<file path="src/rtl/hex_scan_595.sv">
// Multi-digit 7-segment scanner driving a daisy-chained 74HC595 pair, one digit per scan tick.
// Optional `LEADING_ZERO_BLANK_EN darkens leading zero digits (digit 0 is always shown).
module hex_scan_595 #(
  parameter int unsigned DIGITS         = 8,
  parameter int unsigned SCAN_DIV       = 50000,
  parameter int unsigned SCLK_DIV       = 2,
  parameter bit          SEG_ACTIVE_LOW = 1'b1,
  parameter bit          SEL_ACTIVE_LOW = 1'b1
) (
  input  logic                  clk,
  input  logic                  rst,
  input  logic [4*DIGITS-1:0]   disp_data,
  input  logic [DIGITS-1:0]     dp_mask,
  input  logic [DIGITS-1:0]     blank_mask,
  input  logic                  disp_en,
  output logic                  sh_cp,
  output logic                  st_cp,
  output logic                  ds,
  output logic                  busy,
  output logic                  frame_done
);

  localparam int unsigned W    = 8 + DIGITS;
  localparam int unsigned CntW = (SCAN_DIV > 1) ? $clog2(SCAN_DIV) : 1;
  localparam int unsigned IdxW = (DIGITS > 1) ? $clog2(DIGITS) : 1;
  localparam int unsigned DivW = (SCLK_DIV > 1) ? $clog2(SCLK_DIV) : 1;
  localparam int unsigned BitW = $clog2(W);

  if (DIGITS < 1 || DIGITS > 8) begin : g_bad_digits
    $error("hex_scan_595: DIGITS must be 1..8");
  end
  if (SCLK_DIV < 1) begin : g_bad_sclk_div
    $error("hex_scan_595: SCLK_DIV must be >= 1");
  end
  if (SCAN_DIV <= (W + 1) * 2 * SCLK_DIV) begin : g_bad_scan_div
    $error("hex_scan_595: SCAN_DIV too small for one full frame");
  end

  typedef enum logic [1:0] {StIdle, StShift, StLatch} state_e;

  state_e            state_q, state_d;
  logic [CntW-1:0]   scan_cnt_q;
  logic [IdxW-1:0]   idx_q;
  logic [DivW-1:0]   div_q, div_d;
  logic              half_q, half_d;
  logic [BitW-1:0]   bit_q, bit_d;
  logic [W-1:0]      sreg_q, sreg_d;
  logic              pend_q, pend_d;
  logic [W-1:0]      pend_word_q, pend_word_d;
  logic              sh_cp_q, sh_cp_d, st_cp_q, st_cp_d;
  logic              frame_done_q, frame_done_d;

  logic              tick;
  logic              div_end;
  logic [3:0]        nib;
  logic              dp_bit, blk, lz_blank;
  logic [6:0]        seg;
  logic              dp;
  logic [DIGITS-1:0] sel;
  logic [W-1:0]      word_now;

  assign tick    = (scan_cnt_q == CntW'(SCAN_DIV - 1));
  assign div_end = (div_q == DivW'(SCLK_DIV - 1));

  always_ff @(posedge clk) begin
    if (rst) begin
      scan_cnt_q <= '0;
      idx_q      <= '0;
    end else begin
      scan_cnt_q <= tick ? '0 : scan_cnt_q + 1'b1;
      if (tick) idx_q <= (idx_q == IdxW'(DIGITS - 1)) ? '0 : idx_q + 1'b1;
    end
  end

  // Build the frame word for the digit selected by idx_q from the live inputs.
  always_comb begin
    nib      = 4'h0;
    dp_bit   = 1'b0;
    blk      = 1'b0;
    lz_blank = 1'b0;
    sel      = '0;
    for (int i = 0; i < int'(DIGITS); i++) begin
      if (idx_q == IdxW'(i)) begin
        nib    = disp_data[4*i +: 4];
        dp_bit = dp_mask[i];
        blk    = blank_mask[i];
        sel[i] = disp_en;
      end
    end
`ifdef LEADING_ZERO_BLANK_EN
    begin : lzb
      logic run;
      run = 1'b1;
      for (int i = int'(DIGITS) - 1; i >= 0; i--) begin
        run = run & (disp_data[4*i +: 4] == 4'h0);
        if (idx_q == IdxW'(i) && i != 0) lz_blank = run;
      end
    end
`endif
    unique case (nib)
      4'h0: seg = 7'h3F;
      4'h1: seg = 7'h06;
      4'h2: seg = 7'h5B;
      4'h3: seg = 7'h4F;
      4'h4: seg = 7'h66;
      4'h5: seg = 7'h6D;
      4'h6: seg = 7'h7D;
      4'h7: seg = 7'h07;
      4'h8: seg = 7'h7F;
      4'h9: seg = 7'h6F;
      4'hA: seg = 7'h77;
      4'hB: seg = 7'h7C;
      4'hC: seg = 7'h39;
      4'hD: seg = 7'h5E;
      4'hE: seg = 7'h79;
      default: seg = 7'h71;
    endcase
    if (blk || lz_blank) seg = 7'h00;
    // Leading-zero blanking keeps the decimal point; blank_mask does not.
    dp       = blk ? 1'b0 : dp_bit;
    seg      = seg ^ {7{SEG_ACTIVE_LOW}};
    dp       = dp ^ SEG_ACTIVE_LOW;
    sel      = sel ^ {DIGITS{SEL_ACTIVE_LOW}};
    word_now = {dp, seg, sel};
  end

  always_comb begin
    state_d      = state_q;
    div_d        = div_q;
    half_d       = half_q;
    bit_d        = bit_q;
    sreg_d       = sreg_q;
    pend_d       = pend_q;
    pend_word_d  = pend_word_q;
    frame_done_d = 1'b0;

    unique case (state_q)
      StIdle: begin
        if (pend_q || tick) begin
          state_d = StShift;
          div_d   = '0;
          half_d  = 1'b0;
          bit_d   = '0;
          sreg_d  = pend_q ? pend_word_q : word_now;
        end
      end
      StShift: begin
        if (!div_end) begin
          div_d = div_q + 1'b1;
        end else begin
          div_d = '0;
          if (!half_q) begin
            half_d = 1'b1;
          end else if (bit_q == BitW'(W - 1)) begin
            state_d = StLatch;
            half_d  = 1'b0;
          end else begin
            bit_d  = bit_q + 1'b1;
            half_d = 1'b0;
            sreg_d = {sreg_q[W-2:0], 1'b0};
          end
        end
      end
      StLatch: begin
        if (!div_end) begin
          div_d = div_q + 1'b1;
        end else begin
          div_d = '0;
          if (!half_q) begin
            half_d = 1'b1;
          end else begin
            state_d      = StIdle;
            half_d       = 1'b0;
            frame_done_d = 1'b1;
          end
        end
      end
      default: state_d = StIdle;
    endcase

    // One-deep backlog: a tick landing mid-frame is replayed right after it.
    if (state_q == StIdle && pend_q) begin
      pend_d = tick;
      if (tick) pend_word_d = word_now;
    end else if (state_q != StIdle && tick && !pend_q) begin
      pend_d      = 1'b1;
      pend_word_d = word_now;
    end

    sh_cp_d = (state_d == StShift) && half_d;
    st_cp_d = (state_d == StLatch) && !half_d;
  end

  always_ff @(posedge clk) begin
    if (rst) begin
      state_q      <= StIdle;
      div_q        <= '0;
      half_q       <= 1'b0;
      bit_q        <= '0;
      sreg_q       <= '0;
      pend_q       <= 1'b0;
      pend_word_q  <= '0;
      sh_cp_q      <= 1'b0;
      st_cp_q      <= 1'b0;
      frame_done_q <= 1'b0;
    end else begin
      state_q      <= state_d;
      div_q        <= div_d;
      half_q       <= half_d;
      bit_q        <= bit_d;
      sreg_q       <= sreg_d;
      pend_q       <= pend_d;
      pend_word_q  <= pend_word_d;
      sh_cp_q      <= sh_cp_d;
      st_cp_q      <= st_cp_d;
      frame_done_q <= frame_done_d;
    end
  end

  assign sh_cp      = sh_cp_q;
  assign st_cp      = st_cp_q;
  assign ds         = sreg_q[W-1];
  assign busy       = (state_q != StIdle);
  assign frame_done = frame_done_q;

endmodule

</file>
<file path="config.mk">
export PLATFORM = sky130hd
export DESIGN_NAME = hex_scan_595
export DESIGN_NICKNAME = d
export VERILOG_FILES = /design/src/rtl/hex_scan_595.sv
export SDC_FILE = /design/constraint.sdc
export NUM_CORES = 1
export LEC_CHECK = 0
export CELL_PAD_IN_SITES_DETAIL_PLACEMENT = 0
export CELL_PAD_IN_SITES_GLOBAL_PLACEMENT = 1
export CORE_MARGIN = 10
export CORE_UTILIZATION = 44
export CTS_CLUSTER_DIAMETER = 30
export DETAILED_ROUTE_END_ITERATION = 12
export PLACE_DENSITY_LB_ADDON = 0.12
export SLEW_MARGIN = 20
export SYNTH_ARGS = -nofsm -noshare
export SYNTH_HDL_FRONTEND = slang
export SYNTH_SLANG_ARGS = --single-unit
</file>
<file path="constraint.sdc">
create_clock -name clk -period 6.1 [get_ports clk]
set_clock_uncertainty 0.1 [all_clocks]
set_input_delay 1.83 -clock clk [delete_from_list [all_inputs] [get_ports clk]]
set_output_delay 1.83 -clock clk [all_outputs]
set_load 0.1 [all_outputs]
</file>
==> flow_metrics.env <==
export IMPL_status="finished clean"
export IMPL_io_pins=56
export IMPL_grt_pass1_vias=3412
export IMPL_viasPerCell=5.55
export IMPL_area_delta_synth_final_pct=18.6
export IMPL_maxCapViolations=0
export IMPL_period_needed_ns=4.32
export IMPL_start_kind="flop"
export IMPL_setup_viol=0
export IMPL_yosysWarnings=0
export IMPL_n_antenna_cell=0
export IMPL_drtPass1Iterations=5
export IMPL_met3_length_um=332
export IMPL_fin_area_um2=4770
export IMPL_hold_viol=0
export IMPL_vias=3552
export IMPL_place_ws_ns=1.60
export IMPL_synth_edf_count=0
export IMPL_row_count=34
export IMPL_drive_gt1_share_pct=9.96
export IMPL_synth_fp_nets=558
export IMPL_relSlewSlack_pct=35.3
export IMPL_die_y_um=116
export IMPL_cp_arrival_ns=2.39
export IMPL_place_congestion=0.847
export IMPL_wl_met2_um=4650
export IMPL_min_period_over_period_pct=70.8
export IMPL_cts_buffers=9
export IMPL_die_width_um=116
export IMPL_cts_sinks=63
export IMPL_postPlaceCellArea_um2=4550
export IMPL_cts_setup_buffers=0
export IMPL_wl_met1_um=5070
export IMPL_dp_cells=623
export IMPL_cts_resized_gates=0
export IMPL_whs_ns=0.352
export IMPL_final_antenna_net_count=0
export IMPL_min_path_type="reg -> reg"
export IMPL_nNetsFinal=596
export IMPL_max_freq_mhz=231
export IMPL_synth_top_cell_area_share_pct=31.3
export IMPL_ys_seq_area_share_pct=31.3
export IMPL_portBuffers=55
export IMPL_worstPathRequired_ns=4.17
export IMPL_core_um2=8810
export IMPL_critPathCaptureType="output pin"
export IMPL_synth_area_leaders="dfxtp_1, nor2_1, ha_1"
export IMPL_ys_async_sr_fraction_pct=0
export IMPL_top_layer_used="met4"
export IMPL_setup_tns_ns=0
export IMPL_path_max_fanout=7
export IMPL_synth_seq_cells=63
export IMPL_yosys_area_top_type="dfxtp_1"
export IMPL_r2r_cells=11
export IMPL_worst_r2r_startpoint="idx_q[2]$_SDFFE_PP0P_"
export IMPL_grt_ovfl_total=0
export IMPL_track_usage_pct=15.2
export IMPL_timing_final_ws_setup_ns=1.78
export IMPL_clk_pin_slew_ns=0.08
export IMPL_synth_top_flop_cell="dfxtp_1"
export IMPL_grt_pass1_wl_um=16800
export IMPL_clockBufferDepth=2
export IMPL_crit_start="state_q[0]$_SDFF_PP0_"
export IMPL_layout_commonest_cell="nor2_1"
export IMPL_cts_hold_buffers=0
export IMPL_initialDrtViolationCount=185
export IMPL_synth_cell_types=77
export IMPL_netlist_area_um2=4030
export IMPL_cts_htree_levels=3
export IMPL_cts_tree="done"
export IMPL_path_class="reg -> out"
export IMPL_p_leak_nw=1.73
export IMPL_p_per_area_nw_per_um2=184
export IMPL_routed_wl_um=10100
export IMPL_grt_max_degree=29
export IMPL_antenna_found_initial=0
export IMPL_dp_hpwl_um=7470
export IMPL_drv_slew=0
export IMPL_syn_avg_cell_area_um2=8.23
export IMPL_cp_endpoint="busy"
export IMPL_wl_per_cell_um=15.8
export IMPL_vdd_drop_max_mv=0.115
export IMPL_regToRegSetupSlack_ns=2.21
export IMPL_mostFrequentLayoutCells="nor2_1, dfxtp_1, clkdlybuf4s50_1"
export IMPL_worstMarginPinSlew_ns=0.968
export IMPL_drc_errors=0
export IMPL_rsz0062_at_grt="no"
export IMPL_worstSkewPairLatency_ns=0.34
export IMPL_cts_root_buf="clkbuf_8"
export IMPL_syn_inst=489
export IMPL_final_instance_count_excl_fill=640
export IMPL_r2r_end="sreg_q[11]$_SDFFE_PP0P_"
export IMPL_initial_core_util_pct=45.7
export IMPL_die_area_um2=13400
sequential cells by signal, summed over array words and instances (netlist names):
name,cells
bit_q,4
div_end,1
frame_done,1
half_q,1
idx_q,3
pend_q,1
pend_word_q,16
scan_cnt_q,16
sh_cp,1
sreg_q,16
st_cp,1
state_q,2
kinds of logic after synthesis:
| family | Yosys count | synth area share, % |
|---|---|---|
| buffers and inverters | 57 | 6.96 |
| adder cells (fa/ha/maj) | 18 | 5.60 |
| multiplexers | 11 | 3.05 |
| AND/OR/NAND/NOR | 178 | 22.1 |
| XOR/XNOR | 14 | 3.05 |
| AO/OA/AOI/OAI | 148 | 27.9 |
| flip-flops | 63 | 31.3 |
routing by layer:
layer	global-route usage [%]	vias up
met4	4.09	0
met2	23.4	59
met3	3.62	8
li1	-	1840
met1	20.8	1645
met5	0	-
power by group:
group	internal, mW	switching [mW]
sequential	0.413	0.00127
clock	0.212	0.171
combinational	0.0460	0.0360
total	0.671	0.208
worst min-delay path by stage:
stage                               end                      from  slack, ns  cells after the start
4_1_cts        scan_cnt_q[0]$_SDFF_PP0_  scan_cnt_q[0]$_SDFF_PP0_       0.35                      1
6_report       scan_cnt_q[0]$_SDFF_PP0_  scan_cnt_q[0]$_SDFF_PP0_       0.35                      1
3_5_place_dp   scan_cnt_q[0]$_SDFF_PP0_  scan_cnt_q[0]$_SDFF_PP0_       0.34                      1
3_3_place_gp   scan_cnt_q[0]$_SDFF_PP0_  scan_cnt_q[0]$_SDFF_PP0_       0.33                      1
2_1_floorplan  scan_cnt_q[0]$_SDFF_PP0_  scan_cnt_q[0]$_SDFF_PP0_       0.32                      1
5_1_grt        scan_cnt_q[0]$_SDFF_PP0_  scan_cnt_q[0]$_SDFF_PP0_       0.40                      1
synthesized netlist by cell type, types with 3 or more instances:
cell type  count
nor2_1        70
dfxtp_1       63
a21oi_1       39
nand2_1       36
inv_1         25
o21ai_0       22
ha_1          18
a311oi_1      12
nand3_1       12
a211oi_1      11
clkbuf_1      11
xor2_1         9
buf_2          8
and3_1         7
buf_6          7
mux2i_1        7
nor3_1         7
a211oi_2       6
nor2b_1        6
a21o_1         5
a31oi_1        5
buf_1          5
nand4_1        5
or3_1          5
xnor2_1        5
a221oi_1       4
a22o_1         4
nand2b_1       4
nand3b_1       4
a211o_1        3
a31oi_4        3
nor4_1         3
o211ai_1       3
layout make-up:
class                   count  area (µm²)
clock buffers              12         155
clock inverters             4        53.8
fillers                   858        4030
inverters                  25        93.8
multi-input cells         369        2490
flip-flops and latches     63        1260
well taps                 108         135
repair buffers             59         584
through the flow:
stage | utilization (%) | power (mW)
final | 54.2 | 0.879
after global routing | 54.2 | 0.913
after CTS | 54.1 | 0.888
after detailed placement | 51.7 | 0.506
after global placement | 51.7 | 0.505
after floorplan | - | 0.464
critical path, stage by stage (launching register included):
cell	delay, ns
dfxtp_1	0.39
inv_1	0.08
ha_1	0.30
inv_1	0.13
clkdlybuf4s50_1	1.14
Power figures use the tool's default switching activity.
